==> config.mk <==
export PLATFORM = sky130hd
export DESIGN_NAME = craft_pn_sbox_stage
export DESIGN_NICKNAME = d
export VERILOG_FILES = /design/src/rtl/craft_pn_sbox_stage.sv
export SDC_FILE = /design/constraint.sdc
export NUM_CORES = 1
export LEC_CHECK = 0
export ABC_AREA = 1
export ABC_CLOCK_PERIOD_IN_PS = 3200
export BUFFER_PORTS_ARGS = -buffer_cell sky130_fd_sc_hd__buf_2
export CORE_MARGIN = 1.5
export CORE_UTILIZATION = 53
export CTS_CLUSTER_SIZE = 24
export DETAILED_ROUTE_END_ITERATION = 8
export PLACE_DENSITY = 0.85
export SYNTH_ARGS = -nofsm -noshare
export SYNTH_HDL_FRONTEND = slang
export SYNTH_SLANG_ARGS = --single-unit
==> constraint.sdc <==
create_clock -name clk -period 3.2 [get_ports clk]
set_input_delay 0.32 -clock clk [delete_from_list [all_inputs] [get_ports clk]]
set_output_delay 0.32 -clock clk [all_outputs]
set_load 0.05 [all_outputs]
==> src/rtl/craft_pn_sbox_stage.sv <==
// craft_pn_sbox_stage
//   Back half of the CRAFT round: PermuteNibbles followed by the SubBox layer.
//   One state is latched (PN applied on the way in). The state then goes
//   through a single shared 16-bit S-box lane, one lane per cycle for four
//   cycles. The result is held on a valid/ready output. This uses less logic
//   at the cost of latency. Accept-to-out_valid is 4 cycles. The minimum
//   initiation interval is 6 cycles.
//
// Ports
//   clk        rising-edge clock
//   rst        synchronous, active-high reset
//   in_valid   upstream state available
//   in_ready   stage idle and able to accept
//   in_state   64-bit state, nibble i at [63-4i : 60-4i]
//   out_valid  result available (held until out_ready)
//   out_ready  downstream accepts result
//   out_state  PN+SB result, same nibble order (valid only with out_valid)
//   busy       stage holds a state (SUB or DONE)

// 4-bit CRAFT S-box
module craft_sbox4 (
    input  logic [3:0] din,
    output logic [3:0] dout
);
    always_comb begin
        case (din)
            4'h0: dout = 4'hC;
            4'h1: dout = 4'hA;
            4'h2: dout = 4'hD;
            4'h3: dout = 4'h3;
            4'h4: dout = 4'hE;
            4'h5: dout = 4'hB;
            4'h6: dout = 4'hF;
            4'h7: dout = 4'h7;
            4'h8: dout = 4'h8;
            4'h9: dout = 4'h9;
            4'hA: dout = 4'h1;
            4'hB: dout = 4'h5;
            4'hC: dout = 4'h0;
            4'hD: dout = 4'h2;
            4'hE: dout = 4'h4;
            default: dout = 4'h6;
        endcase
    end
endmodule

// 16-bit S-box lane: four independent 4-bit S-boxes
module craft_sbox16 (
    input  logic [15:0] din,
    output logic [15:0] dout
);
    for (genvar j = 0; j < 4; j++) begin : g_nib
        craft_sbox4 u_sb (
            .din  (din[4*j+3 -: 4]),
            .dout (dout[4*j+3 -: 4])
        );
    end
endmodule

module craft_pn_sbox_stage #(
    parameter int STATE_W   = 64,   // fixed
    parameter int LANE_W    = 16,   // fixed, 4 lanes
    parameter int PN_ENABLE = 1     // 0 = SB only (bypass/test build)
) (
    input  logic               clk,
    input  logic               rst,
    input  logic               in_valid,
    output logic               in_ready,
    input  logic [STATE_W-1:0] in_state,
    output logic               out_valid,
    input  logic               out_ready,
    output logic [STATE_W-1:0] out_state,
    output logic               busy
);
    localparam int NUM_LANES = STATE_W / LANE_W;

    localparam logic [1:0] ST_IDLE = 2'd0;
    localparam logic [1:0] ST_SUB  = 2'd1;
    localparam logic [1:0] ST_DONE = 2'd2;

    // Nibble i of this constant is the PN source index P[i].
    localparam logic [63:0] PN_IDX = 64'hFCDE_A98B_6547_1230;

    logic [1:0]         state;
    logic [1:0]         cnt;
    logic [STATE_W-1:0] work;
    logic [STATE_W-1:0] pn_state;
    logic [LANE_W-1:0]  lane_in;
    logic [LANE_W-1:0]  lane_out;

    // PermuteNibbles is pure wiring on the input path.
    if (PN_ENABLE != 0) begin : g_pn
        for (genvar i = 0; i < 16; i++) begin : g_nib
            localparam int SRC = int'(PN_IDX[63-4*i -: 4]);
            assign pn_state[63-4*i -: 4] = in_state[63-4*SRC -: 4];
        end
    end else begin : g_nopn
        assign pn_state = in_state;
    end

    // Lane 0 is the most significant 16 bits.
    always_comb begin
        lane_in = work[STATE_W-1 -: LANE_W];
        for (int l = 0; l < NUM_LANES; l++)
            if (cnt == l[1:0])
                lane_in = work[STATE_W-1-LANE_W*l -: LANE_W];
    end

    craft_sbox16 u_lane (
        .din  (lane_in),
        .dout (lane_out)
    );

    always_ff @(posedge clk) begin
        if (rst) begin
            state <= ST_IDLE;
            cnt   <= 2'd0;
            work  <= '0;
        end else begin
            case (state)
                ST_IDLE: begin
                    if (in_valid && in_ready) begin
                        work  <= pn_state;
                        cnt   <= 2'd0;
                        state <= ST_SUB;
                    end
                end
                ST_SUB: begin
                    for (int l = 0; l < NUM_LANES; l++)
                        if (cnt == l[1:0])
                            work[STATE_W-1-LANE_W*l -: LANE_W] <= lane_out;
                    cnt <= cnt + 2'd1;
                    if (cnt == 2'd3)
                        state <= ST_DONE;
                end
                ST_DONE: begin
                    if (out_ready)
                        state <= ST_IDLE;
                end
                default: state <= ST_IDLE;
            endcase
        end
    end

    // Gated by rst so all handshake flags are low during the reset cycle,
    // even when reset lands in the middle of SUB.
    assign in_ready  = (state == ST_IDLE) && !rst;
    assign out_valid = (state == ST_DONE) && !rst;
    assign busy      = (state != ST_IDLE) && !rst;
    assign out_state = work;

endmodule

==> run_results.csv, run 1 <==
group,metric,value,unit
cts,numClockSinks,68,
grt,antenna_found_initial,0,
timing,skew,0.004787,ns
power_and_ir_drop,p_leak,2.157,nW
yosys,yosysTopAreaCellShare,38.20,%
yosys,syn_inst,514,
yosys,syn_avg_cell_area,6.933,µm²
timing,relSlewSlack,50.56,%
grt,first_global_vias,3923,
grt,track_usage,33.22,%
timing,worst_pin_slew,0.7408,ns
timing,setup_violations,0,
worst_setup_path,crit_path_end_kind,"flop",
cts,cts_setup_buffers,0,
layout,regArea,1361,µm²
worst_setup_path,endpoint,"out_state[21]",
detailed_routing,wl_per_cell,16.94,µm
grt,grt_max_degree,48,
worst_setup_path,rr_startpoint,"state[0]",
power_and_ir_drop,netSwitchingFraction,44.48,%
worst_setup_path,timing.rr.end,"out_state[21]",
min_path,hold_class,"in2reg",
power_and_ir_drop,vdd_drop_max,0.4590,mV
yosys,synth_warnings,0,
power_and_ir_drop,p_per_area,650.6,nW/µm²
layout,antennaDiodeCount,0,
yosys,netlist_area,3563,µm²
detailed_routing,drt_wl_total,12.11,mm
cts,numCtsBuffers,9,
power_and_ir_drop,switchingPower,1.267,mW
layout,finish.instance_area,4378,µm²
yosys,synthTopCellsByArea,"dfxtp_1 38%, a21oi_1 21%, nand2_1 11%",
layout,drive_above_1_share,27.74,%
status,status,"finished, violations left",
place,placed_area,4197,µm²
yosys,yosysTopAreaCell,"dfxtp_1",
yosys,ys_ff_latch,68,
floorplanning,initial_core_util,55.48,%
layout,area_delta_synth_final,22.86,%
detailed_routing,drt-vias-per-instance,5.979,
worst_setup_path,worst_ep_arrival_time,2.72,ns
yosys,synth-simple-area-share,18.47,%
detailed_routing,via_count,4275,
worst_setup_path,path_cells,"inv_2 -> nor2_4 -> inv_2 -> o21ai_4 -> inv_2 -> a21oi_1 -> a21oi_1",
floorplanning,num_rows,29,
cts,ctsResizeCount,0,
yosys,synth.net_count,586,
cts,cts_hold_buf,0,
cts,clk_latency,0.36,ns
yosys,yosys.area_share.adder,1.404,%
timing,fin_setup_tns,0,ns
worst_setup_path,path_max_fanout,18,
detailed_routing,drtIter0Drc,415,
timing,drv_slew,0,
min_path,hold_depth,3,
layout,fillers,580,
worst_setup_path,cpMostUsedCell,"inv_2",
worst_setup_path,cp_slowest_cell,"o21ai_4",
place,dp_hpwl,8.198,mm
timing,finalWorstSetupSlack,0.7092,ns
timing,hold_viol_final,0,
detailed_routing,drt_first_pass_iters,8,
place,post-place-ws,0.8051,ns
detailed_routing,drc,7,
cts,cts_tree,"done",
worst_setup_path,startpoint_type,"flop",
layout,nNetsFinal,705,
timing,clock.fmax,401.5,MHz
power_and_ir_drop,cellInternalPower,1.581,mW
detailed_routing,ant_nets,0,
yosys,ys_types,30,
floorplanning,die_w,85.00,µm
floorplanning,ios,135,
timing,rsz0062_at_grt,"false",
yosys,synth_top_family_by_area,"compound AO/OA/AOI/OAI gates",
floorplanning,core_area,6422,µm²
yosys,synth-compound-area-share,33.74,%
timing,fin_crit,2.491,ns
floorplanning,die_h,85.00,µm
cts,cts.htree.levels,3,
cts,cts_root_buf,"clkbuf_8",
status,violations,"design-rule violations",
worst_setup_path,crit_start,"state[0]",
worst_setup_path,path_class,"reg2reg",
layout,multi_input_area,1911,µm²
grt,gr-total-overflow,0,
worst_setup_path,rr_worst_depth,7,
yosys,synthXorXnorAreaFrac,0,%
yosys,ys_seq_area_share,38.20,%
place,gp_congestion,0.9139,
worst_setup_path,r2r_slack,0.71,ns
run,cap_violations,0,
place,io_buffers,134,
power_and_ir_drop,pwr-share-clk,23.4,%
worst_setup_path,cp_slowest_stage_delay,0.51,ns
yosys,synthMuxAreaShare,0,%
power_and_ir_drop,pwr-share-comb,39.8,%
cts,clk_path_buf_depth,2,
cts,clk_pin_slew_worst_paths,0.07,ns
timing,period_share,77.84,%
grt,grt_pass1_wl,18.96,mm
power_and_ir_drop,p_seq_share,36.8,%
worst_setup_path,critPathRequiredTime,3.43,ns
floorplanning,dieArea,7224,µm²
-- worst max-delay path: cells and delay by family, from the launching register on --
kind,cells,cell delay [ns]
simple gates,1,0.37
compound gates,3,0.84
buf+inv,3,0.72
flops,1,0.43
-- routing by layer --
layer	share of wire [%]	wire length [µm]	GRT usage, %	up-vias
met5	0	0	0	-
met4	2.6	309	14.90	0
met3	10	1258	7.101	37
met2	49	5955	54.98	283
met1	38	4590	41.56	1954
li1	-	-	-	2001
-- cell type report --
class	instances	share of cell area [%]
clock buffer	15	4.030
inverter	29	2.572
timing repair buffer	140	16.35
sequential	68	31.09
clock inverter	1	0.1143
multi-input combinational	385	43.64
tap	77	2.201
-- logic make-up after synthesis --
kind of cell | count (synthesis)
adder cells (fa/ha/maj) | 4
flip-flops | 68
AO/OA/AOI/OAI | 229
AND/OR/NAND/NOR | 152
buffers and inverters | 61
-- registers in the layout (all words and copies together), names as in the netlist --
register   count
out_state     64
cnt            2
state          2
-- cell usage in the layout (no fill, tap or decap), types with 3 or more instances in the layout --
cell      instances
a21oi_1         149
buf_2           134
nand2_1         104
dfxtp_1          68
o21ai_0          60
inv_1            21
nand3_1          18
nor2_1           14
clkbuf_8         12
o21ai_1          10
inv_2             6
buf_4             6
ha_1              4
or2_1             3
nand2_2           3
a21oi_2           3
clkbuf_1          3
-- power by group through the flow --
stage	Combinational [mW]	Clock [mW]	Sequential, mW
2_1_floorplan	0.497	0	1.40
3_3_place_gp	1.09	0	1.06
3_5_place_dp	1.11	0	1.06
4_1_cts	1.12	0.665	1.04
5_1_grt	1.21	0.702	1.05
6_report	1.13	0.668	1.05
-- cells in the mapped netlist (all sizes together) --
master and instances:
a211oi 1, a21oi 152, buf 23, clkbuf 9, clkinv 1, dfxtp 68, ha 4, inv 28
nand2 109, nand3 18, nand3b 1, nor2 15, nor3 2, o211ai 4, o21ai 72, or2 7
-- how the worst min path moves through the flow --
| stage | from | to |
|---|---|---|
| after floorplan | cnt[1] | cnt[1] |
| after global placement | cnt[1] | cnt[1] |
| after detailed placement | cnt[1] | cnt[1] |
| after CTS | out_ready | state[1] |
| after global routing | in_state[6] | out_state[50] |
| final | out_ready | state[1] |
-- per-stage QoR --
step,hold WS (ns),util [%],power (mW),std cells
2_1_floorplan,0.4903,-,1.895,514
3_3_place_gp,0.5028,65.34,2.145,699
3_5_place_dp,0.5164,65.34,2.172,699
4_1_cts,0.2346,68.17,2.824,715
5_1_grt,0.2603,68.17,2.970,715
6_report,0.2349,68.17,2.848,715
No activity file was read; power rests on OpenSTA's default activity.
==> run 2: changes to the inputs <==
Settings changed: ABC_AREA 1 to 0, ABC_CLOCK_PERIOD_IN_PS 3200 to 2300, CORE_UTILIZATION 53 to 50, PLACE_DENSITY 0.85 to 0.8.
Clock period 3.2 ns to 2.3 ns, I/O delays scaled along.
==> run 2 against run 1 <==
The run now ends clean. Flip-flop and latch count did not move. Final area rose by 9.0%. Clock-buffer cell count fell by 4. Largest power group is now registers.
==> run_results.csv, run 2 <==
group,metric,value,unit
status,status,"finished clean",
detailed_routing,drc,0,
yosys,syn_avg_cell_area,8.657,µm²
grt,grt_pass1_wl,19.78,mm
worst_setup_path,crit_start,"cnt[1]",
detailed_routing,drt-vias-per-instance,6.170,
yosys,yosysTopAreaCellShare,35.42,%
place,gp_congestion,0.9371,
layout,area_delta_synth_final,24.15,%
timing,fin_crit,2.176,ns
timing,skew,0.01126,ns
cts,clk_pin_slew_worst_paths,0.08,ns
worst_setup_path,rr_worst_depth,8,
grt,track_usage,30.28,%
cts,cts_setup_buffers,0,
cts,cts_tree,"done",
yosys,synth_enable_flop_cells,0,
power_and_ir_drop,power,3.629,mW
timing,whs,0.1970,ns
timing,fin_setup_tns,0,ns
grt,gr-total-overflow,0,
cts,clk_latency,0.35,ns
timing,period_share,94.60,%
detailed_routing,wl_per_cell,18.48,µm
place,placed_area,4568,µm²
worst_setup_path,crit_path_end_kind,"flop",
floorplanning,ios,135,
detailed_routing,drtIter0Drc,314,
worst_setup_path,endpoint,"out_state[54]",
cts,numCtsBuffers,9,
layout,final_common_cell,"buf_2",
detailed_routing,ant_nets,0,
place,io_buffers,134,
yosys,yosysTopAreaCell,"dfxtp_1",
cts,clk_path_buf_depth,2,
cts,cts_hold_buf,0,
floorplanning,core_area,7331,µm²
layout,fillers,622,
grt,first_global_vias,3956,
timing,drv_slew,0,
worst_setup_path,r2r_slack,0.12,ns
grt,grt_max_degree,71,
yosys,async_flop_share,0,%
worst_setup_path,path_class,"reg2reg",
layout,drive_above_1_share,37.29,%
layout,post-route-util,65.10,%
floorplanning,die_w,90.68,µm
layout,finish.instance_area,4772,µm²
run,cap_violations,0,
min_path,hold_class,"in2reg",
worst_setup_path,cp_slowest_stage_delay,0.41,ns
floorplanning,dieArea,8222,µm²
worst_setup_path,rr_startpoint,"cnt[1]",
worst_setup_path,path_max_fanout,6,
min_path,hp-start,"out_ready",
timing,rsz0062_at_grt,"false",
yosys,synthTopCellsByArea,"dfxtp_1 35%, a21oi_1 8.3%, a211oi_1 6.4%",
yosys,netlist_area,3844,µm²
power_and_ir_drop,p_leak,1.995,nW
timing,worst_pin_slew,0.8660,ns
power_and_ir_drop,p_per_area,760.5,nW/µm²
worst_setup_path,critPathRequiredTime,2.49,ns
yosys,yosysMostFrequentCell,"dfxtp_1",
yosys,ys_types,36,
worst_setup_path,cp_slowest_cell,"a221o_1",
power_and_ir_drop,vdd_drop_max,0.4150,mV
layout,final_cell_mix,"134 x buf_2, 67 x dfxtp_1, 62 x a21oi_1, 49 x nor2_1, 33 x a211oi_1",
worst_setup_path,startpoint_type,"flop",
layout,antennaDiodeCount,0,
cts,cts_root_buf,"clkbuf_8",
yosys,ys.flop_type,"dfxtp_1",
yosys,ys_ff_latch,68,
floorplanning,initial_core_util,52.43,%
yosys,synth_common_cells,"68 x dfxtp_1, 64 x a21oi_1, 49 x nor2_1",
grt,antenna_found_initial,0,
timing,hold_viol_final,0,
worst_setup_path,path_cells,"inv_1 -> ha_1 -> buf_4 -> mux2i_1 -> a221o_1 -> and2_1 -> a21oi_2 -> a221oi_1",
worst_setup_path,worst_ep_arrival_time,2.36,ns
yosys,synth.net_count,516,
cts,numClockSinks,68,
yosys,syn_inst,444,
timing,setup_violations,0,
layout,largest_reg_flops,64,
floorplanning,num_rows,31,
layout,nNetsFinal,649,
timing,relSlewSlack,42.27,%
timing,clock.fmax,459.6,MHz
detailed_routing,via_count,4202,
yosys,synth_warnings,0,
detailed_routing,drt_wl_total,12.59,mm
worst_setup_path,timing.rr.end,"out_state[54]",
floorplanning,die_h,90.68,µm
place,dp_hpwl,8.893,mm
detailed_routing,drt_first_pass_iters,7,
yosys,ys_seq_area_share,35.42,%
cts,cts.htree.levels,3,
==> run 2: changes by cell type in the layout (fill, tap and decap cells not counted), moves of 21 or more <==
cell / change
a211oi_1: +32
a21oi_1: -87
buf_4: +21
nand2_1: -83
nor2_1: +35
o21ai_0: -42
==> run 2: logic make-up after synthesis <==
logic type	synth area share (%)
AOI/OAI and AO/OA	37.40
buffers and inverters	9.245
muxes	4.167
DFF	35.42
adders and majority gates	1.302
and+or+nand+nor	12.47
==> run 2: final cells by class <==
| cell class | instances | area [µm²] | area share (%) |
|---|---|---|---|
| Tap cell | 99 | 123.9 | 2.596 |
| Multi-Input combinational cell | 315 | 2146 | 44.97 |
| Clock inverter | 5 | 52.55 | 1.101 |
| Timing Repair Buffer | 161 | 873.3 | 18.30 |
| Inverter | 22 | 82.58 | 1.730 |
| Sequential cell | 68 | 1363 | 28.55 |
| Clock buffer | 11 | 131.4 | 2.753 |
==> run 2: what timing repair did <==
action	in CTS	in global routing
hold endpoints to repair	0	0
setup endpoints to repair	0	21
gates resized for setup	0	6
==> run 2: report_power, final <==
group	internal [mW]	total, mW	switching, mW	leakage (nW)
Sequential	1.28	1.38	0.0925	0.560
Combinational	0.392	1.29	0.901	1.34
Clock	0.496	0.960	0.464	0.0931
==> run 2: critical path: cells and delay by family (launching register included) <==
family                     cells  cell delay, ns
AOI/OAI and AO/OA              3            0.82
DFF                            1            0.38
buffers and inverters          2            0.27
muxes                          1            0.13
and+or+nand+nor                1            0.20
adders and majority gates      1            0.21
==> run 2: metal layers <==
metal | part of all wire, % | global-route usage (%)
met4 | 3.1 | 14.68
met1 | 40 | 37.70
met3 | 8.3 | 5.387
met2 | 49 | 50.25
met5 | 0 | 0
==> run 2: metrics by stage <==
stage          setup slack (ns)  cells
5_1_grt                 0.04325    681
3_3_place_gp             0.1275    665
4_1_cts                 0.02100    681
6_report                 0.1243    681
3_5_place_dp            0.05946    665
2_1_floorplan            0.3024    444
==> run 2: worst min-delay path by stage <==
| stage | end | slack (ns) | cells past startpoint |
|---|---|---|---|
| 3_5_place_dp | out_state[18] | 0.49 | 2 |
| 6_report | state[1] | 0.20 | 4 |
| 5_1_grt | out_state[41] | 0.20 | 3 |
| 3_3_place_gp | out_state[50] | 0.48 | 2 |
| 4_1_cts | state[1] | 0.19 | 4 |
| 2_1_floorplan | state[0] | 0.42 | 2 |
==> run 3: changes to the inputs <==
Settings changed: ABC_AREA 0 to 1, CORE_UTILIZATION 50 to 49, TNS_END_PERCENT set to 5.
==> run 3 against run 2 <==
Final area down 6.3%. Combinational power up 25%. Largest power group is now combinational logic. Sequential power up 6%. Die area down 5.2%. Clock power about the same. Global-route usage up 0.55 points. Register-to-register slack better by 0.096 ns. Fmax up 4.6%.
==> run_results.csv, run 3 (synthesized netlist as in run 1, its figures left out) <==
group,metric,value,unit
place,placed_area,4288,µm²
cts,cts_root_buf,"clkbuf_8",
min_path,holdPathEnd,"state[1]",
cts,cts.htree.levels,3,
place,dp_hpwl,8.588,mm
worst_setup_path,path_max_fanout,22,
floorplanning,dieArea,7792,µm²
timing,rsz0062_at_grt,"false",
status,status,"finished clean",
worst_setup_path,critPathRequiredTime,2.58,ns
timing,setup_violations,0,
floorplanning,ios,135,
detailed_routing,wl_per_cell,16.48,µm
floorplanning,initial_core_util,51.59,%
min_path,hp-start,"out_ready",
grt,track_usage,30.83,%
timing,fin_crit,2.079,ns
cts,ctsResizeCount,0,
timing,worst_pin_slew,0.6525,ns
timing,period_share,90.40,%
cts,numClockSinks,68,
detailed_routing,ant_nets,0,
grt,first_global_vias,3837,
layout,largest_reg_flops,64,
worst_setup_path,rr_startpoint,"cnt[0]",
worst_setup_path,crit_path_end_kind,"flop",
timing,drv_slew,0,
worst_setup_path,rr_worst_depth,11,
worst_setup_path,worst_ep_arrival_time,2.35,ns
timing,fin_setup_tns,0,ns
timing,clock.fmax,480.9,MHz
layout,fillers,640,
cts,cts_setup_buffers,0,
cts,cts_hold_buf,0,
power_and_ir_drop,p_leak,2.199,nW
grt,antenna_found_initial,0,
cts,clk_pin_slew_worst_paths,0.07,ns
worst_setup_path,r2r_slack,0.22,ns
worst_setup_path,path_class,"reg2reg",
detailed_routing,drt_first_pass_iters,5,
cts,cts_tree,"done",
place,io_buffers,134,
worst_setup_path,startpoint_type,"flop",
floorplanning,num_rows,30,
grt,grt_pass1_wl,18.51,mm
run,cap_violations,0,
min_path,hold_depth,3,
power_and_ir_drop,vdd_drop_max,0.5046,mV
layout,final_common_cell,"a21oi_1",
layout,drive_above_1_share,28.90,%
timing,relSlewSlack,56.45,%
detailed_routing,drt-vias-per-instance,5.764,
layout,finish.instance_area,4472,µm²
place,gp_congestion,0.8978,
timing,skew,0.01196,ns
floorplanning,die_w,88.28,µm
detailed_routing,drc,0,
power_and_ir_drop,p_per_area,899.7,nW/µm²
cts,numCtsBuffers,9,
floorplanning,core_area,6907,µm²
grt,gr-total-overflow,0,
min_path,hold_class,"in2reg",
timing,hold_viol_final,0,
layout,final_cell_mix,"149 x a21oi_1, 134 x buf_2, 104 x nand2_1, 68 x dfxtp_1, 60 x o21ai_0",
layout,area_delta_synth_final,25.49,%
cts,clk_latency,0.35,ns
worst_setup_path,timing.rr.end,"out_state[26]",
detailed_routing,via_count,4283,
detailed_routing,drt_wl_total,12.25,mm
grt,grt_max_degree,40,
detailed_routing,drtIter0Drc,286,
layout,nNetsFinal,714,
cts,clk_path_buf_depth,2,
layout,antennaDiodeCount,0,
floorplanning,die_h,88.28,µm
run 3: changes by cell type in the layout (fill, tap and decap cells not counted), sizes merged, moves of 12 or more:
cell / previous run / this run
a211oi: 41 / 1
a21oi: 70 / 152
a221o: 12 / 0
a221oi: 30 / 0
buf: 161 / 149
mux2i: 16 / 0
nand2: 21 / 109
nand3: 0 / 18
nor2: 51 / 15
nor3b: 17 / 0
o21ai: 32 / 72
run 3: critical path: stages (launching register included):
cell	delay [ns]
dfxtp_1	0.38
inv_1	0.10
ha_1	0.23
inv_2	0.31
nand3_1	0.13
a21oi_1	0.28
nand2_1	0.13
nand2_1	0.09
nand2_1	0.06
nand2_1	0.07
nand2_2	0.09
a21oi_1	0.13
run 3: how the worst max path moves through the flow:
stage                         from             to  slack (ns)  cells past startpoint
after floorplan           state[1]      out_valid        0.44                      2
after global placement      cnt[0]   out_state[9]        0.40                      9
after detailed placement    cnt[0]  out_state[23]        0.29                     10
after CTS                   cnt[0]  out_state[26]        0.24                     11
after global routing        cnt[0]  out_state[42]        0.01                     11
final                       cnt[0]  out_state[26]        0.22                     11
run 3: metrics by stage:
stage	setup WS (ns)	cells	hold slack, ns	utilization [%]	total power [mW]
after floorplan	0.4392	514	0.4025	-	2.637
after global placement	0.3956	727	0.5034	62.08	3.021
after detailed placement	0.2900	727	0.5103	62.08	3.059
after CTS	0.2441	743	0.1549	64.75	3.995
after global routing	0.01168	743	0.1650	64.75	4.202
final	0.2207	743	0.1578	64.75	4.023
run 3: cell type report:
| class | count | area [µm²] | area share, % |
|---|---|---|---|
| multi-input cells | 385 | 1911 | 42.73 |
| flip-flops and latches | 68 | 1361 | 30.44 |
| repair buffers | 149 | 783.3 | 17.52 |
| clock buffers | 11 | 131.4 | 2.938 |
| well taps | 96 | 120.1 | 2.686 |
| inverters | 29 | 112.6 | 2.518 |
| clock inverters | 5 | 52.55 | 1.175 |
run 3: power by group:
group | internal (mW) | switching, mW | total (mW)
combinational | 0.412 | 1.20 | 1.61
sequential | 1.33 | 0.128 | 1.46
clock | 0.496 | 0.461 | 0.957
run 3: routing by layer:
layer / share of wire, % / up-vias / global-route usage (%)
li1: - / 2014 / -
met1: 40 / 1952 / 39.87
met2: 47 / 278 / 50.52
met3: 10 / 39 / 4.011
met4: 2.8 / 0 / 15.91
met5: 0 / - / 0
